==> src/rtl/frog_ctrl.sv <==
// Frog player controller: hop animation, field limits, collision/death handling,
// lives and crossing score. Everything advances once per video frame.
module frog_ctrl #(
  parameter logic [10:0] START_X      = 11'd300,
  parameter logic [10:0] START_Y      = 11'd440,
  parameter logic [10:0] STEP         = 11'd40,
  parameter int          HOP_FRAMES   = 4,
  parameter int          DEATH_FRAMES = 30,
  parameter logic [2:0]  INIT_LIVES   = 3'd3
) (
  input  logic        frame_clk,
  input  logic        Reset,
  input  logic [7:0]  keycode,
  input  logic        Car_Collision,
  output logic [10:0] Frog_X,
  output logic [10:0] Frog_Y,
  output logic [2:0]  Lives,
  output logic [7:0]  Score,
  output logic        Frog_Dead,
  output logic        Game_Over
);

  localparam logic [1:0] ST_IDLE = 2'd0;
  localparam logic [1:0] ST_HOP  = 2'd1;
  localparam logic [1:0] ST_DEAD = 2'd2;
  localparam logic [1:0] ST_OVER = 2'd3;

  localparam logic [1:0] DIR_UP    = 2'd0;
  localparam logic [1:0] DIR_DOWN  = 2'd1;
  localparam logic [1:0] DIR_LEFT  = 2'd2;
  localparam logic [1:0] DIR_RIGHT = 2'd3;

  localparam logic [7:0] KEY_W = 8'h1A;
  localparam logic [7:0] KEY_S = 8'h16;
  localparam logic [7:0] KEY_A = 8'h04;
  localparam logic [7:0] KEY_D = 8'h07;

  localparam logic [10:0] X_MAX = 11'd600;
  localparam logic [10:0] Y_MAX = 11'd440;

  localparam int          HOP_STEP_I = int'(STEP) / HOP_FRAMES;
  localparam logic [10:0] HOP_STEP   = 11'(HOP_STEP_I);
  localparam int          HCW        = $clog2(HOP_FRAMES + 1);
  localparam int          DCW        = $clog2(DEATH_FRAMES + 1);

  logic [1:0]     state_reg, state_next;
  logic [1:0]     dir_reg, dir_next;
  logic [10:0]    x_reg, x_next;
  logic [10:0]    y_reg, y_next;
  logic [2:0]     lives_reg, lives_next;
  logic [7:0]     score_reg, score_next;
  logic [7:0]     key_prev_reg;
  logic [HCW-1:0] hop_cnt_reg, hop_cnt_next;
  logic [DCW-1:0] death_cnt_reg, death_cnt_next;

  logic        key_is_dir;
  logic [1:0]  key_dir;
  logic        press_valid;
  logic        target_ok;
  logic        do_step;
  logic        last_step;
  logic [1:0]  step_dir;
  logic [10:0] step_x, step_y;

  function automatic logic [21:0] step_pos(input logic [1:0] d,
                                           input logic [10:0] x,
                                           input logic [10:0] y);
    logic [10:0] nx;
    logic [10:0] ny;
    nx = x;
    ny = y;
    case (d)
      DIR_UP:    ny = y - HOP_STEP;
      DIR_DOWN:  ny = y + HOP_STEP;
      DIR_LEFT:  nx = x - HOP_STEP;
      default:   nx = x + HOP_STEP;
    endcase
    return {nx, ny};
  endfunction

  always_comb begin
    key_is_dir = 1'b1;
    key_dir    = DIR_UP;
    case (keycode)
      KEY_W:   key_dir = DIR_UP;
      KEY_S:   key_dir = DIR_DOWN;
      KEY_A:   key_dir = DIR_LEFT;
      KEY_D:   key_dir = DIR_RIGHT;
      default: key_is_dir = 1'b0;
    endcase
    press_valid = key_is_dir && (keycode != key_prev_reg);

    // The whole hop must land inside the field, not just the first step.
    case (key_dir)
      DIR_UP:   target_ok = (y_reg >= STEP);
      DIR_DOWN: target_ok = (y_reg <= Y_MAX - STEP);
      DIR_LEFT: target_ok = (x_reg >= STEP);
      default:  target_ok = (x_reg <= X_MAX - STEP);
    endcase
  end

  always_comb begin
    state_next     = state_reg;
    dir_next       = dir_reg;
    x_next         = x_reg;
    y_next         = y_reg;
    lives_next     = lives_reg;
    score_next     = score_reg;
    hop_cnt_next   = hop_cnt_reg;
    death_cnt_next = death_cnt_reg;
    do_step        = 1'b0;
    last_step      = 1'b0;
    step_dir       = dir_reg;
    step_x         = x_reg;
    step_y         = y_reg;

    case (state_reg)
      ST_IDLE, ST_HOP: begin
        if (Car_Collision) begin
          state_next     = ST_DEAD;
          hop_cnt_next   = '0;
          death_cnt_next = '0;
          lives_next     = (lives_reg != 3'd0) ? lives_reg - 3'd1 : 3'd0;
        end else if (state_reg == ST_HOP) begin
          do_step   = 1'b1;
          step_dir  = dir_reg;
          last_step = (hop_cnt_reg == HCW'(HOP_FRAMES - 1));
        end else if (press_valid && target_ok) begin
          do_step   = 1'b1;
          step_dir  = key_dir;
          dir_next  = key_dir;
          last_step = (HOP_FRAMES == 1);
        end
      end
      ST_DEAD: begin
        if (death_cnt_reg == DCW'(DEATH_FRAMES - 1)) begin
          death_cnt_next = '0;
          if (lives_reg != 3'd0) begin
            state_next = ST_IDLE;
            x_next     = START_X;
            y_next     = START_Y;
          end else begin
            state_next = ST_OVER;
          end
        end else begin
          death_cnt_next = death_cnt_reg + DCW'(1);
        end
      end
      default: ;
    endcase

    if (do_step) begin
      {step_x, step_y} = step_pos(step_dir, x_reg, y_reg);
      x_next       = step_x;
      y_next       = step_y;
      hop_cnt_next = hop_cnt_reg + HCW'(1);
      state_next   = ST_HOP;
      if (last_step) begin
        state_next   = ST_IDLE;
        hop_cnt_next = '0;
        // Reaching the top row completes a crossing and sends the frog home.
        if (step_dir == DIR_UP && step_y == 11'd0) begin
          score_next = (score_reg != 8'hFF) ? score_reg + 8'd1 : score_reg;
          x_next     = START_X;
          y_next     = START_Y;
        end
      end
    end
  end

  always_ff @(posedge frame_clk or negedge Reset) begin
    if (!Reset) begin
      state_reg     <= ST_IDLE;
      dir_reg       <= DIR_UP;
      x_reg         <= START_X;
      y_reg         <= START_Y;
      lives_reg     <= INIT_LIVES;
      score_reg     <= 8'd0;
      key_prev_reg  <= 8'd0;
      hop_cnt_reg   <= '0;
      death_cnt_reg <= '0;
    end else begin
      state_reg     <= state_next;
      dir_reg       <= dir_next;
      x_reg         <= x_next;
      y_reg         <= y_next;
      lives_reg     <= lives_next;
      score_reg     <= score_next;
      key_prev_reg  <= keycode;
      hop_cnt_reg   <= hop_cnt_next;
      death_cnt_reg <= death_cnt_next;
    end
  end

  assign Frog_X    = x_reg;
  assign Frog_Y    = y_reg;
  assign Lives     = lives_reg;
  assign Score     = score_reg;
  assign Frog_Dead = (state_reg == ST_DEAD);
  assign Game_Over = (state_reg == ST_OVER);

endmodule

==> config.mk <==
export PLATFORM = sky130hd
export DESIGN_NAME = frog_ctrl
export DESIGN_NICKNAME = d
export VERILOG_FILES = /design/src/rtl/frog_ctrl.sv
export SDC_FILE = /design/constraint.sdc
export NUM_CORES = 1
export LEC_CHECK = 0
export CORE_ASPECT_RATIO = 0.75
export CORE_MARGIN = 1.5
export CORE_UTILIZATION = 47
export CTS_CLUSTER_DIAMETER = 60
export DETAILED_ROUTE_END_ITERATION = 10
export HOLD_SLACK_MARGIN = 0.1
export PLACE_DENSITY = 0.74
export SKIP_CTS_REPAIR_TIMING = 1
export SYNTH_ARGS = -nofsm -noshare
export SYNTH_HDL_FRONTEND = slang
export SYNTH_SLANG_ARGS = --single-unit
export TNS_END_PERCENT = 1
==> constraint.sdc <==
create_clock -name frame_clk -period 6.32 [get_ports frame_clk]
set_input_delay 0.948 -clock frame_clk [delete_from_list [all_inputs] [get_ports frame_clk]]
set_output_delay 0.948 -clock frame_clk [all_outputs]
set_load 0.03 [all_outputs]
==> results.yml <==
sta:
  hold_violations: 0
  skew_ps: 7.496
  timing.final.crit_share: 0.9303
  rsz0062_at_grt: "no"
  relSlewSlack: 0.5635
  fin_crit_ps: 5879
  max_freq_ghz: 0.1701
  finalSetupViolCount: 0
  maxSlewViolCount: 0
  timing.setup.tns_ps: 0
  worst_slew_pin_slew_ps: 650.4
run:
  cap_violations: 0
setup_path:
  worstPathArrival_ps: 6070
  critical_path_class: "in2reg"
  crit_path_end_kind: "flop"
  cp-start-kind: "input pin"
  r2r_start: "Frog_X[10]"
  startpoint: "keycode[2]"
  cp_max_fo: 10
  worst_ep_required_time_ps: 6510
global_routing:
  grt_pass1_vias: 2596
  antenna_found_initial: 0
  grt_overflow: 0
  grt_pass1_wl_mm: 12.49
  grt_max_degree: 52
  track_usage: 0.2028
clocking:
  cts_buffers: 5
  clock_path_buffers: 2
  cts_tree: "yes"
  path_clk_slew_ps: 90
  clock_latency_ps: 300
  clock_sinks: 51
  h-tree-depth: 2
  root_buffer: "clkbuf_8"
cells_and_area:
  synthToLayoutAreaGrowth_pct: 18.93
  layout_commonest_cell: "clkdlybuf4s50_1"
  fin_util: 0.5817
  drive_gt1_frac: 0.1199
  fillers: 639
  num_antenna_cells: 0
  mostFrequentLayoutCells: "clkdlybuf4s50_1, dfrtp_1, nand2_1, ha_1, nor2_1"
  nets: 427
synthesis:
  synth_edf_count: 0
  synth_warnings: 0
  async_flop_share: 1.000
  synth.distinct_cells: 68
  synthFlopType: "dfrtp_1"
  syn-instance-count: 342
  ys_seq_elements: 51
  yosysSeqAreaShare: 0.3843
  syn_area_um2: 3357
  synth_area_per_cell_um2: 9.816
status:
  status: "finished clean"
power:
  p_total_mw: 0.7485
  p_per_area_nw_per_um2: 187.5
  p_switching_mw: 0.2416
  p_int_mw: 0.5069
  ir_drop_mv: 0.08978
  pwr-share-comb: 0.236
  pwr-share-seq: 0.518
  clkPwrFrac: 0.245
  sw_frac_of_total: 0.3228
  p_leak_nw: 1.730
drt:
  dr.pass1.iters: 4
  routed_wl_mm: 7.427
  drt_iter0_drc: 138
  vias: 2697
  drc: 0
  routed_wire_length_per_instance_um: 15.16
  antenna_left: 0
  vias_per_cell: 5.504
placed_design:
  gp_congestion: 0.9189
  port_buffers: 43
  dp_hpwl_mm: 5.612
hold_path:
  holdCritPathClass: "reg2reg"
  worstHoldStart: "hop_cnt_reg[0]"
floorplan:
  row_count: 26
  die-area_um2: 7664
  die_height_um: 76.19
  coreArea_um2: 6864
  initial_utilization: 0.4891
  die_w_um: 100.6
  num_io_pins: 46
-- final cells by class --
| class | count | area [um^2] | share of cell area |
|---|---|---|---|
| well taps | 98 | 122.6 | 0.03071 |
| inverters | 22 | 82.58 | 0.02068 |
| flip-flops and latches | 51 | 1290 | 0.3231 |
| repair buffers | 46 | 447.9 | 0.1122 |
| clock buffers | 5 | 68.82 | 0.01724 |
| clock inverters | 3 | 20.02 | 0.005014 |
| multi-input cells | 265 | 1961 | 0.4911 |
-- worst max-delay path, stage by stage --
cell,delay (ps)
clkdlybuf4s50_1,580
nor3b_2,320
nand3_1,210
mux2i_2,300
or2b_1,260
o221ai_1,300
inv_1,100
nand3_1,190
inv_1,70
ha_1,340
a211oi_1,290
nor3b_1,110
or4_1,410
o311a_1,140
nor4bb_1,300
nor4bb_1,380
mux2_4,300
and2_2,190
mux2_2,330
-- cells by family (layout without fill, tap and decap cells) --
kind of cell | Yosys count | in the layout | share of synthesized area
buffers and inverters | 27 | 76 | 0.03541
adders and majority gates | 25 | 25 | 0.09765
xor gates and xnor gates | 33 | 33 | 0.08610
and+or+nand+nor | 112 | 112 | 0.1875
other | 1 | 2 | 0.001117
DFF | 51 | 51 | 0.3843
AOI/OAI and AO/OA | 86 | 86 | 0.1841
muxes | 7 | 7 | 0.02385
-- routing by layer --
layer / wire length, um / track usage / vias to the layer above
li1: - / - / 1355
met1: 3834 / 0.3090 / 1274
met2: 3208 / 0.3047 / 66
met3: 349 / 0.03303 / 2
met4: 35 / 0.03803 / 0
met5: 0 / 0 / -
-- metrics by stage --
stage | setup slack, ps | hold slack, ps | cell area, um^2 | cells
after floorplan | 1145 | 444.8 | 3361 | 343
after global placement | 350.9 | 462.9 | 3895 | 482
after detailed placement | 159.6 | 478.1 | 3895 | 482
after CTS | 447.9 | 493.3 | 3984 | 490
after global routing | 17.99 | 519.6 | 3993 | 490
final | 440.8 | 493.1 | 3993 | 490
-- cells in the mapped netlist (all sizes together), types with 5 or more instances --
cell type / n / area share
dfrtp: 40 / 0.30
nand2: 25 / 0.029
ha: 23 / 0.086
nor2: 22 / 0.025
inv: 21 / 0.023
o21ai: 19 / 0.032
xnor2: 17 / 0.044
xor2: 16 / 0.042
a21oi: 15 / 0.023
nand3: 14 / 0.025
dfstp: 11 / 0.086
and3: 7 / 0.013
nor3: 7 / 0.014
o31ai: 6 / 0.018
a21o: 5 / 0.011
buf: 5 / 0.011
mux2: 5 / 0.018
nand4: 5 / 0.0093
o22a: 5 / 0.013
-- worst paths after layout --
path / end / slack, ps / depth (start not counted)
hold / removal: hop_cnt_reg[0] / 490 / 1
max in group asynchronous: Frog_Y[2] / 5150 / 2
setup reg to reg: Score[1] / 1060 / 17
min in group asynchronous: Lives[2] / 740 / 2
hold reg to reg: hop_cnt_reg[0] / 490 / 1
setup / recovery: Score[1] / 440 / 19
-- power groups by stage --
stage	Combinational [mW]	Sequential, mW	Clock [mW]
after floorplan	0.106	0.400	0
after global placement	0.172	0.392	0
after detailed placement	0.176	0.393	0
after CTS	0.177	0.387	0.192
after global routing	0.197	0.393	0.205
final	0.177	0.388	0.184
No activity file was read; power rests on OpenSTA's default activity.
